### src/rtl/link_test_sequencer.sv
// BER test controller for the Hamming link: resets the link, enables the PN source,
// self-synchronises a local PN checker on the decoded stream and counts bit errors.
module link_test_sequencer #(
    parameter int unsigned         PN_WIDTH     = 7,
    parameter logic [PN_WIDTH-1:0] PN_TAPS      = 7'b1100000,
    parameter int unsigned         RST_CYCLES   = 4,
    parameter int unsigned         SYNC_TIMEOUT = 1024,
    parameter int unsigned         LOCK_BITS    = 32,
    parameter int unsigned         MEAS_BITS    = 4096,
    parameter int unsigned         MAX_ERR      = 0,
    parameter int unsigned         CNT_W        = 16
) (
    input  logic             clk,
    input  logic             rst,
    input  logic             start,
    input  logic             abort,
    input  logic             frame_sync,
    input  logic             rx_valid,
    input  logic             rx_bit,
    output logic             link_rst,
    output logic             pn_en,
    output logic             busy,
    output logic             done,
    output logic             pass,
    output logic             timeout,
    output logic             sync_lost,
    output logic [2:0]       state,
    output logic [CNT_W-1:0] bit_count,
    output logic [CNT_W-1:0] err_count
);

    typedef enum logic [2:0] {
        S_IDLE      = 3'd0,
        S_LRST      = 3'd1,
        S_WAIT_SYNC = 3'd2,
        S_SEED      = 3'd3,
        S_LOCK      = 3'd4,
        S_MEASURE   = 3'd5,
        S_DONE      = 3'd6
    } state_e;

    localparam logic [CNT_W-1:0] ONE = CNT_W'(1);

    state_e              state_q, state_d;
    logic [CNT_W-1:0]    rst_cnt_q, rst_cnt_d;
    logic [CNT_W-1:0]    to_cnt_q, to_cnt_d;
    logic [CNT_W-1:0]    seed_cnt_q, seed_cnt_d;
    logic [CNT_W-1:0]    lock_cnt_q, lock_cnt_d;
    logic [CNT_W-1:0]    bit_cnt_q, bit_cnt_d;
    logic [CNT_W-1:0]    err_cnt_q, err_cnt_d;
    logic [PN_WIDTH-1:0] chk_q, chk_d;
    logic                pass_q, pass_d;
    logic                timeout_q, timeout_d;
    logic                sync_lost_q, sync_lost_d;
    logic                done_q, done_d;

    logic pred;
    logic acquiring;
    logic to_expired;

    assign pred       = ^(chk_q & PN_TAPS);
    assign acquiring  = (state_q == S_WAIT_SYNC) || (state_q == S_SEED) || (state_q == S_LOCK);
    assign to_expired = (to_cnt_q == CNT_W'(SYNC_TIMEOUT - 1));

    always_ff @(posedge clk) begin
        if (rst) begin
            state_q     <= S_IDLE;
            rst_cnt_q   <= '0;
            to_cnt_q    <= '0;
            seed_cnt_q  <= '0;
            lock_cnt_q  <= '0;
            bit_cnt_q   <= '0;
            err_cnt_q   <= '0;
            chk_q       <= '0;
            pass_q      <= 1'b0;
            timeout_q   <= 1'b0;
            sync_lost_q <= 1'b0;
            done_q      <= 1'b0;
        end else begin
            state_q     <= state_d;
            rst_cnt_q   <= rst_cnt_d;
            to_cnt_q    <= to_cnt_d;
            seed_cnt_q  <= seed_cnt_d;
            lock_cnt_q  <= lock_cnt_d;
            bit_cnt_q   <= bit_cnt_d;
            err_cnt_q   <= err_cnt_d;
            chk_q       <= chk_d;
            pass_q      <= pass_d;
            timeout_q   <= timeout_d;
            sync_lost_q <= sync_lost_d;
            done_q      <= done_d;
        end
    end

    // Branch order encodes the priority abort > timeout > sync loss > normal flow.
    always_comb begin
        state_d     = state_q;
        rst_cnt_d   = rst_cnt_q;
        to_cnt_d    = to_cnt_q;
        seed_cnt_d  = seed_cnt_q;
        lock_cnt_d  = lock_cnt_q;
        bit_cnt_d   = bit_cnt_q;
        err_cnt_d   = err_cnt_q;
        chk_d       = chk_q;
        pass_d      = pass_q;
        timeout_d   = timeout_q;
        sync_lost_d = sync_lost_q;
        done_d      = 1'b0;

        if (abort && (state_q != S_IDLE)) begin
            state_d = S_IDLE;
            pass_d  = 1'b0;
        end else if (acquiring && to_expired) begin
            state_d   = S_DONE;
            timeout_d = 1'b1;
            pass_d    = 1'b0;
            done_d    = 1'b1;
        end else if ((state_q == S_MEASURE) && !frame_sync) begin
            state_d     = S_DONE;
            sync_lost_d = 1'b1;
            pass_d      = 1'b0;
            done_d      = 1'b1;
        end else begin
            if (acquiring) to_cnt_d = to_cnt_q + ONE;
            unique case (state_q)
                S_IDLE, S_DONE: begin
                    if (start) begin
                        state_d     = S_LRST;
                        rst_cnt_d   = '0;
                        to_cnt_d    = '0;
                        seed_cnt_d  = '0;
                        lock_cnt_d  = '0;
                        bit_cnt_d   = '0;
                        err_cnt_d   = '0;
                        chk_d       = '0;
                        pass_d      = 1'b0;
                        timeout_d   = 1'b0;
                        sync_lost_d = 1'b0;
                    end
                end
                S_LRST: begin
                    if (rst_cnt_q == CNT_W'(RST_CYCLES - 1)) begin
                        state_d  = S_WAIT_SYNC;
                        to_cnt_d = '0;
                    end else begin
                        rst_cnt_d = rst_cnt_q + ONE;
                    end
                end
                S_WAIT_SYNC: begin
                    if (frame_sync) state_d = S_SEED;
                end
                S_SEED: begin
                    if (rx_valid) begin
                        chk_d      = {chk_q[PN_WIDTH-2:0], rx_bit};
                        seed_cnt_d = seed_cnt_q + ONE;
                        if (seed_cnt_q == CNT_W'(PN_WIDTH - 1)) state_d = S_LOCK;
                    end
                end
                S_LOCK: begin
                    if (rx_valid) begin
                        chk_d = {chk_q[PN_WIDTH-2:0], rx_bit};
                        if (rx_bit == pred) begin
                            lock_cnt_d = lock_cnt_q + ONE;
                            if (lock_cnt_q == CNT_W'(LOCK_BITS - 1)) state_d = S_MEASURE;
                        end else begin
                            lock_cnt_d = '0;
                        end
                    end
                end
                S_MEASURE: begin
                    if (rx_valid) begin
                        chk_d     = {chk_q[PN_WIDTH-2:0], pred};
                        bit_cnt_d = bit_cnt_q + ONE;
                        if ((rx_bit != pred) && (err_cnt_q != '1)) err_cnt_d = err_cnt_q + ONE;
                        if (bit_cnt_q == CNT_W'(MEAS_BITS - 1)) begin
                            state_d = S_DONE;
                            done_d  = 1'b1;
                            pass_d  = (err_cnt_d <= CNT_W'(MAX_ERR)) && !timeout_q && !sync_lost_q;
                        end
                    end
                end
                default: state_d = S_IDLE;
            endcase
        end
    end

    // abort gates the link controls in the same cycle it is raised.
    always_comb begin
        busy     = 1'b0;
        link_rst = 1'b0;
        pn_en    = 1'b0;
        unique case (state_q)
            S_LRST: begin
                busy     = 1'b1;
                link_rst = !abort;
            end
            S_WAIT_SYNC, S_SEED, S_LOCK, S_MEASURE: begin
                busy  = 1'b1;
                pn_en = !abort;
            end
            default: ;
        endcase
    end

    assign state     = state_q;
    assign done      = done_q;
    assign pass      = pass_q;
    assign timeout   = timeout_q;
    assign sync_lost = sync_lost_q;
    assign bit_count = bit_cnt_q;
    assign err_count = err_cnt_q;

endmodule

### config.mk
export PLATFORM = sky130hd
export DESIGN_NAME = link_test_sequencer
export DESIGN_NICKNAME = d
export VERILOG_FILES = /design/src/rtl/link_test_sequencer.sv
export SDC_FILE = /design/constraint.sdc
export NUM_CORES = 1
export LEC_CHECK = 0
export BUFFER_PORTS_ARGS = -buffer_cell sky130_fd_sc_hd__buf_2
export CORE_ASPECT_RATIO = 0.75
export CORE_MARGIN = 2
export CORE_UTILIZATION = 61
export CTS_CLUSTER_DIAMETER = 40
export DETAILED_ROUTE_END_ITERATION = 10
export HOLD_SLACK_MARGIN = 0.02
export PLACE_DENSITY = 0.81
export REMOVE_ABC_BUFFERS = 1
export SETUP_SLACK_MARGIN = 0.5
export SYNTH_ARGS = -nofsm -noshare
export SYNTH_HDL_FRONTEND = slang
export SYNTH_SLANG_ARGS = --single-unit
### constraint.sdc
create_clock -name clk -period 5.25 [get_ports clk]
set_input_delay 0.525 -clock clk [delete_from_list [all_inputs] [get_ports clk]]
set_output_delay 0.525 -clock clk [all_outputs]
set_load 0.01 [all_outputs]
After elaboration in Yosys (flattened, before gate mapping)

Index checks and enable logic that the tools add are counted.

Output and inout bits: 42
Flip-flop bits (word level): 110
Input bits: 7

Add/sub/neg operators: 6
Bitwise logic cells: 3
Muxes and demuxes: 55
Order comparisons: 1
Equal/unequal tests: 37
Reductions and logical operators: 41

Operators by type and width:

| operator                | number |
|---|---|
| $mux W16                | 16 |
| $pmux W16 S2            | 6 |
| $add A16 B1 Y16 const B | 6 |
| $mux W3                 | 12 |
| $reduce_and A6 Y1       | 4 |
| $mux W7                 | 3 |
| $pmux W7 S3             | 1 |
| $reduce_and A10 Y1      | 2 |
| $pmux W3 S6             | 1 |
| $eq A16 B10 Y1 const B  | 1 |
| $eq A16 B12 Y1 const B  | 1 |
| $eq A16 B2 Y1 const B   | 1 |
| $eq A16 B3 Y1 const B   | 1 |
| $eq A16 B5 Y1 const B   | 1 |
| $le A16 B1 Y1 const B   | 1 |
| $ne A16 B16 Y1 const B  | 1 |
| $ne A2 B2 Y1 const B    | 8 |
| $ne A4 B2 Y1 const B    | 4 |
| $reduce_bool A2 Y1      | 8 |
| $mux W1                 | 15 |
| $ne A4 B1 Y1 const B    | 3 |
| $reduce_and A4 Y1       | 3 |
| $ne A2 B1 Y1 const B    | 5 |
| $eq A3 B3 Y1 const B    | 3 |
| other kinds (19)        | 36 |

Longest topological paths before layout

Word-level depth: 15
Gate-level depth with buffers: 9
Depth with buffers taken out: 8

Worst setup path before layout

OpenSTA, ideal clock, no wires.

Kind: register -> register
Start point: reg err_cnt_q[0], in the netlist err_count[0]
End point: reg pass_q, in the netlist pass
Data required time: 5.191 ns
Arrival: 2.378 ns
Slack: 2.813 ns
Stages on the path, launching flop included: 10
Cell sequence: dfxtp_1 > ha_1 > nand3_4 > or4_1 > buf_2 > and2_4 > o41ai_2 > nand4_1 > or4_1 > nand2_1

Word-level cells in the longest chain between the ends: 14

Ends and longest elaborated chain:

| what                                                                    | RTL line | source |
|---|---|---|
| start: declaration                                                      | 50       | `logic [CNT_W-1:0] err_cnt_q, err_cnt_d;` |
| start signal: assignment                                                | 86       | `err_cnt_q <= err_cnt_d;` |
| parallel branches: the longest is 2 deep, another holds $add A16 B1 Y16 | n/a      |  |
| $mux W16 *                                                              | 174      | `if ((rx_bit != pred) && (err_cnt_q != '1)) err_cnt_d = err_cnt_q + ONE;` |
| $mux W16 *                                                              | 171      | `if (rx_valid) begin` |
| $mux W16 *                                                              | 125      | `unique case (state_q)` |
| $mux W16 *                                                              | 118      | `end else if ((state_q == S_MEASURE) && !frame_sync) begin` |
| $mux W16 *                                                              | 113      | `end else if (acquiring && to_expired) begin` |
| $mux W16 *                                                              | 110      | `if (abort && (state_q != S_IDLE)) begin` |
| $le A16 B1 Y1 *                                                         | 178      | `pass_d = (err_cnt_d <= CNT_W'(MAX_ERR)) && !timeout_q && !sync_lost_q;` |
| $logic_and A1 B1 Y1 * (2 in series)                                     | 178      |  |
| $mux W1 *                                                               | 175      | `if (bit_cnt_q == CNT_W'(MEAS_BITS - 1)) begin` |
| $mux W1 *                                                               | 171      |  |
| $pmux W1 S2 *                                                           | 125      |  |
| end signal: assignment                                                  | 88       | `pass_q <= pass_d;` |
| end: declaration                                                        | 52       | `logic pass_q, pass_d;` |

Mark *: on every way between the ends. The select of a mux whose other input is x is not followed.
A chain may end at the register's enable or synchronous reset.

Final worst setup path

Start point: reg state_q[2], in the netlist state[2]
End point: reg to_cnt_q[15]

Word-level cells in the longest chain between the ends: 6

Ends and longest elaborated chain:

| what                                              | RTL line | source |
|---|---|---|
| start: declaration                                | 44       | `state_e state_q, state_d;` |
| start signal: assignment                          | 80       | `state_q <= state_d;` |
| $eq A3 B2 Y1                                      | 62       | `assign acquiring = (state_q == S_WAIT_SYNC) \|\| (state_q == S_SEED) \|\| (state_q == S_LOCK);` |
| $logic_or A1 B1 Y1 (2 in series)                  | 62       |  |
| $mux W16 or $logic_and A1 B1 Y1 (tied branches)   | 124, 113 |  |
| $mux W16 (tied with other cells)                  | 142      | `if (rst_cnt_q == CNT_W'(RST_CYCLES - 1)) begin` |
| $pmux W16 S2 or $reduce_and A3 Y1 (tied branches) | n/a      |  |
| end signal: assignment                            | 82       | `to_cnt_q <= to_cnt_d;` |
| end: declaration                                  | 46       | `logic [CNT_W-1:0] to_cnt_q, to_cnt_d;` |

Parallel ways exist; a longest one is shown, timed or not.

==> results.json <==
{
  "status": "finished clean",
  "synth_seq_cells": 110,
  "synth_most_common_cell": "nor2_1",
  "finalSetupViolCount": 0,
  "cts_max_level": 3,
  "portBuffers": 48,
  "yosys-top-cells-area": "dfxtp_1, nor2_1, xor2_1, nand3_1, xnor2_1",
  "synth_edf_count": 0,
  "firstDrtPassIters": 5,
  "wl_per_cell_um": 15.90,
  "drc_errors": 0,
  "clockBufferDepth": 2,
  "synthCells": 748,
  "grt_pass1_wl_um": 23720,
  "tns_ns": 0,
  "synth_commonest_cells": "nor2_1, dfxtp_1, nand2_1",
  "hold_viol": 0,
  "cts_hold_buffers": 0,
  "grt_pass1_vias": 4931,
  "max_freq_mhz": 291.9,
  "fp.dieH_um": 89.90,
  "syn_to_final_growth_pct": 9.800,
  "place_area_sq_mm": 0.006272,
  "end_kind": "flip-flop",
  "post-cts-setup-buffers": 0,
  "drt_wl_total_um": 14440,
  "fin_nets": 785,
  "cts.sinks": 110,
  "antenna_left": 0,
  "slowest_stage": "dfxtp_1",
  "num_rows": 31,
  "viasPerCell": 6.091,
  "path_clk_slew_ns": 0.07,
  "grt_max_degree": 36,
  "ys_async_sr_fraction": 0,
  "dieArea_sq_mm": 0.01065,
  "root_buffer": "clkbuf_16",
  "initial_utilization": 0.6238,
  "postLayoutCellArea_sq_mm": 0.006589,
  "min_path_type": "reg2reg",
  "io_pins": 49,
  "synth_cell_type_count": 71,
  "worst_slew_pin_slew_ns": 1.122,
  "critical_path.max_fanout": 29,
  "dp.final_hpwl_um": 9835,
  "cp.arrival_ns": 3.70,
  "leakagePower_nw": 2.343,
  "critPathLaunchType": "flip-flop",
  "cts_resized": 0,
  "grt-ovfl-total": 0,
  "grt_usage": 0.2678,
  "required_ns": 5.53,
  "ir_worst_vdd_v": 0.0002434,
  "synth_ff_type": "dfxtp_1",
  "cts_made_buffers": 9,
  "cpPeakStageDelay_ns": 0.92,
  "post-route-min-period_ns": 3.426,
  "gp_congestion": 0.9309,
  "path_cells": "or3b_1, and2_4, nor4_4, nor2_1, a21o_1, nor2_1",
  "drive_gt1_frac": 0.1198,
  "syn-cell-area_sq_mm": 0.006001,
  "fin_crit_sh": 0.6525,
  "cp_common_cell": "nor2_1",
  "die_x_um": 118.5,
  "clk_latency_ns": 0.35,
  "slew_headroom": 0.2507,
  "vias": 5531,
  "yosysSeqAreaShare": 0.3670,
  "synth_top_area_share": 0.3670,
  "worstSetupPathType": "reg2reg",
  "yosysTopAreaCell": "dfxtp_1",
  "yosysWarnings": 0,
  "cts_tree": "built",
  "cap_violations": 0,
  "antenna_found_initial": 0,
  "core_area_sq_mm": 0.009619,
  "rsz0062_at_grt": "false",
  "diodes": 0,
  "syn_avg_cell_area_sq_um": 8.022,
  "finClkSkew_ns": 0.01090,
  "first_iter_violations": 543,
  "powerDensity_mw_per_mm2": 331.6,
  "slew_violations": 0
}
==> registers in the layout, indices dropped and copies added, names as in the netlist <==
signal      flops
bit_count      16
err_count      16
lock_cnt_q     16
rst_cnt_q      16
seed_cnt_q     16
to_cnt_q       16
chk_q           7
state           3
done            1
pass            1
sync_lost       1
timeout         1
==> cell usage in the layout (no fill, tap or decap), types with 4 or more instances in the layout <==
cell type / instances
o21ai_1: 8
buf_2: 48
nor2_1: 120
o21ai_0: 13
inv_1: 16
nor2b_1: 5
xnor2_1: 28
and3_1: 21
a311oi_1: 12
nand2b_1: 9
nor3_1: 24
and4_1: 6
and2_1: 5
nor4_1: 12
nor4_2: 5
nand3_1: 50
ha_1: 7
mux2i_1: 8
nand2_1: 58
a31oi_1: 4
xor2_1: 46
dfxtp_1: 110
nand4_1: 25
a21oi_1: 36
clkbuf_16: 9
buf_4: 5
or3_1: 11
or4_1: 6
==> worst max-delay path, delay by kind of cell (launching register included) <==
kind | cells | cell delay [ns]
AND/OR/NAND/NOR | 5 | 1.97
flip-flops | 1 | 0.92
AO/OA/AOI/OAI | 1 | 0.45
==> area by class of cell <==
cell class                 instances  area (sq um)
clock buffer                      12         246.5
clock inverter                     4         70.07
fill                             796          3030
inverter                          17         63.81
multi-input combinational        580          3563
sequential                       110          2202
tap                              132         165.2
timing repair buffer              53         277.8
==> stage by stage <==
stage                     hold WS (ns)  total power [mW]  std cells  setup slack, ns  utilization
final                           0.4627             2.185        908            1.824       0.6850
after detailed placement        0.4451             1.456        892            1.946       0.6521
after global routing            0.4703             2.272        908            1.627       0.6850
after CTS                       0.4583             2.184        908            1.925       0.6850
after floorplan                 0.4260             1.289        707           0.9528            -
after global placement          0.4401             1.435        892            2.087       0.6521
==> per-layer routing <==
| metal | share of wire | global-route usage |
|---|---|---|
| met1 | 0.46 | 0.3711 |
| met2 | 0.45 | 0.4181 |
| met3 | 0.072 | 0.06282 |
| met4 | 0.015 | 0.07639 |
| met5 | 0 | 0 |
==> logic make-up (layout without fill, tap and decap cells) <==
family                     Yosys count  count (layout)  share of synthesized area
and+or+nand+nor                    383             383                     0.3328
DFF                                110             110                     0.3670
AOI/OAI and AO/OA                  106             106                     0.1164
xor gates and xnor gates            76              76                     0.1157
buffers and inverters               58              86                    0.04024
muxes                                8               8                    0.01334
adders and majority gates            7               7                    0.01459
==> final timing paths <==
kind	endpoint	startpoint	depth (start not counted)	slack, ns
worst max-delay path	to_cnt_q[15]	state[2]	6	1.82
worst min-delay path	chk_q[1]	chk_q[1]	2	0.46
worst max register to register	to_cnt_q[15]	state[2]	6	1.82
worst min register to register	chk_q[1]	chk_q[1]	2	0.46
==> report_power, final <==
group / switching (mW) / internal [mW] / total [mW]
logic: 0.375 / 0.175 / 0.550
registers: 0.0477 / 0.859 / 0.907
clock network: 0.298 / 0.430 / 0.728
total: 0.721 / 1.46 / 2.18
(Power assumes the default switching activity.)
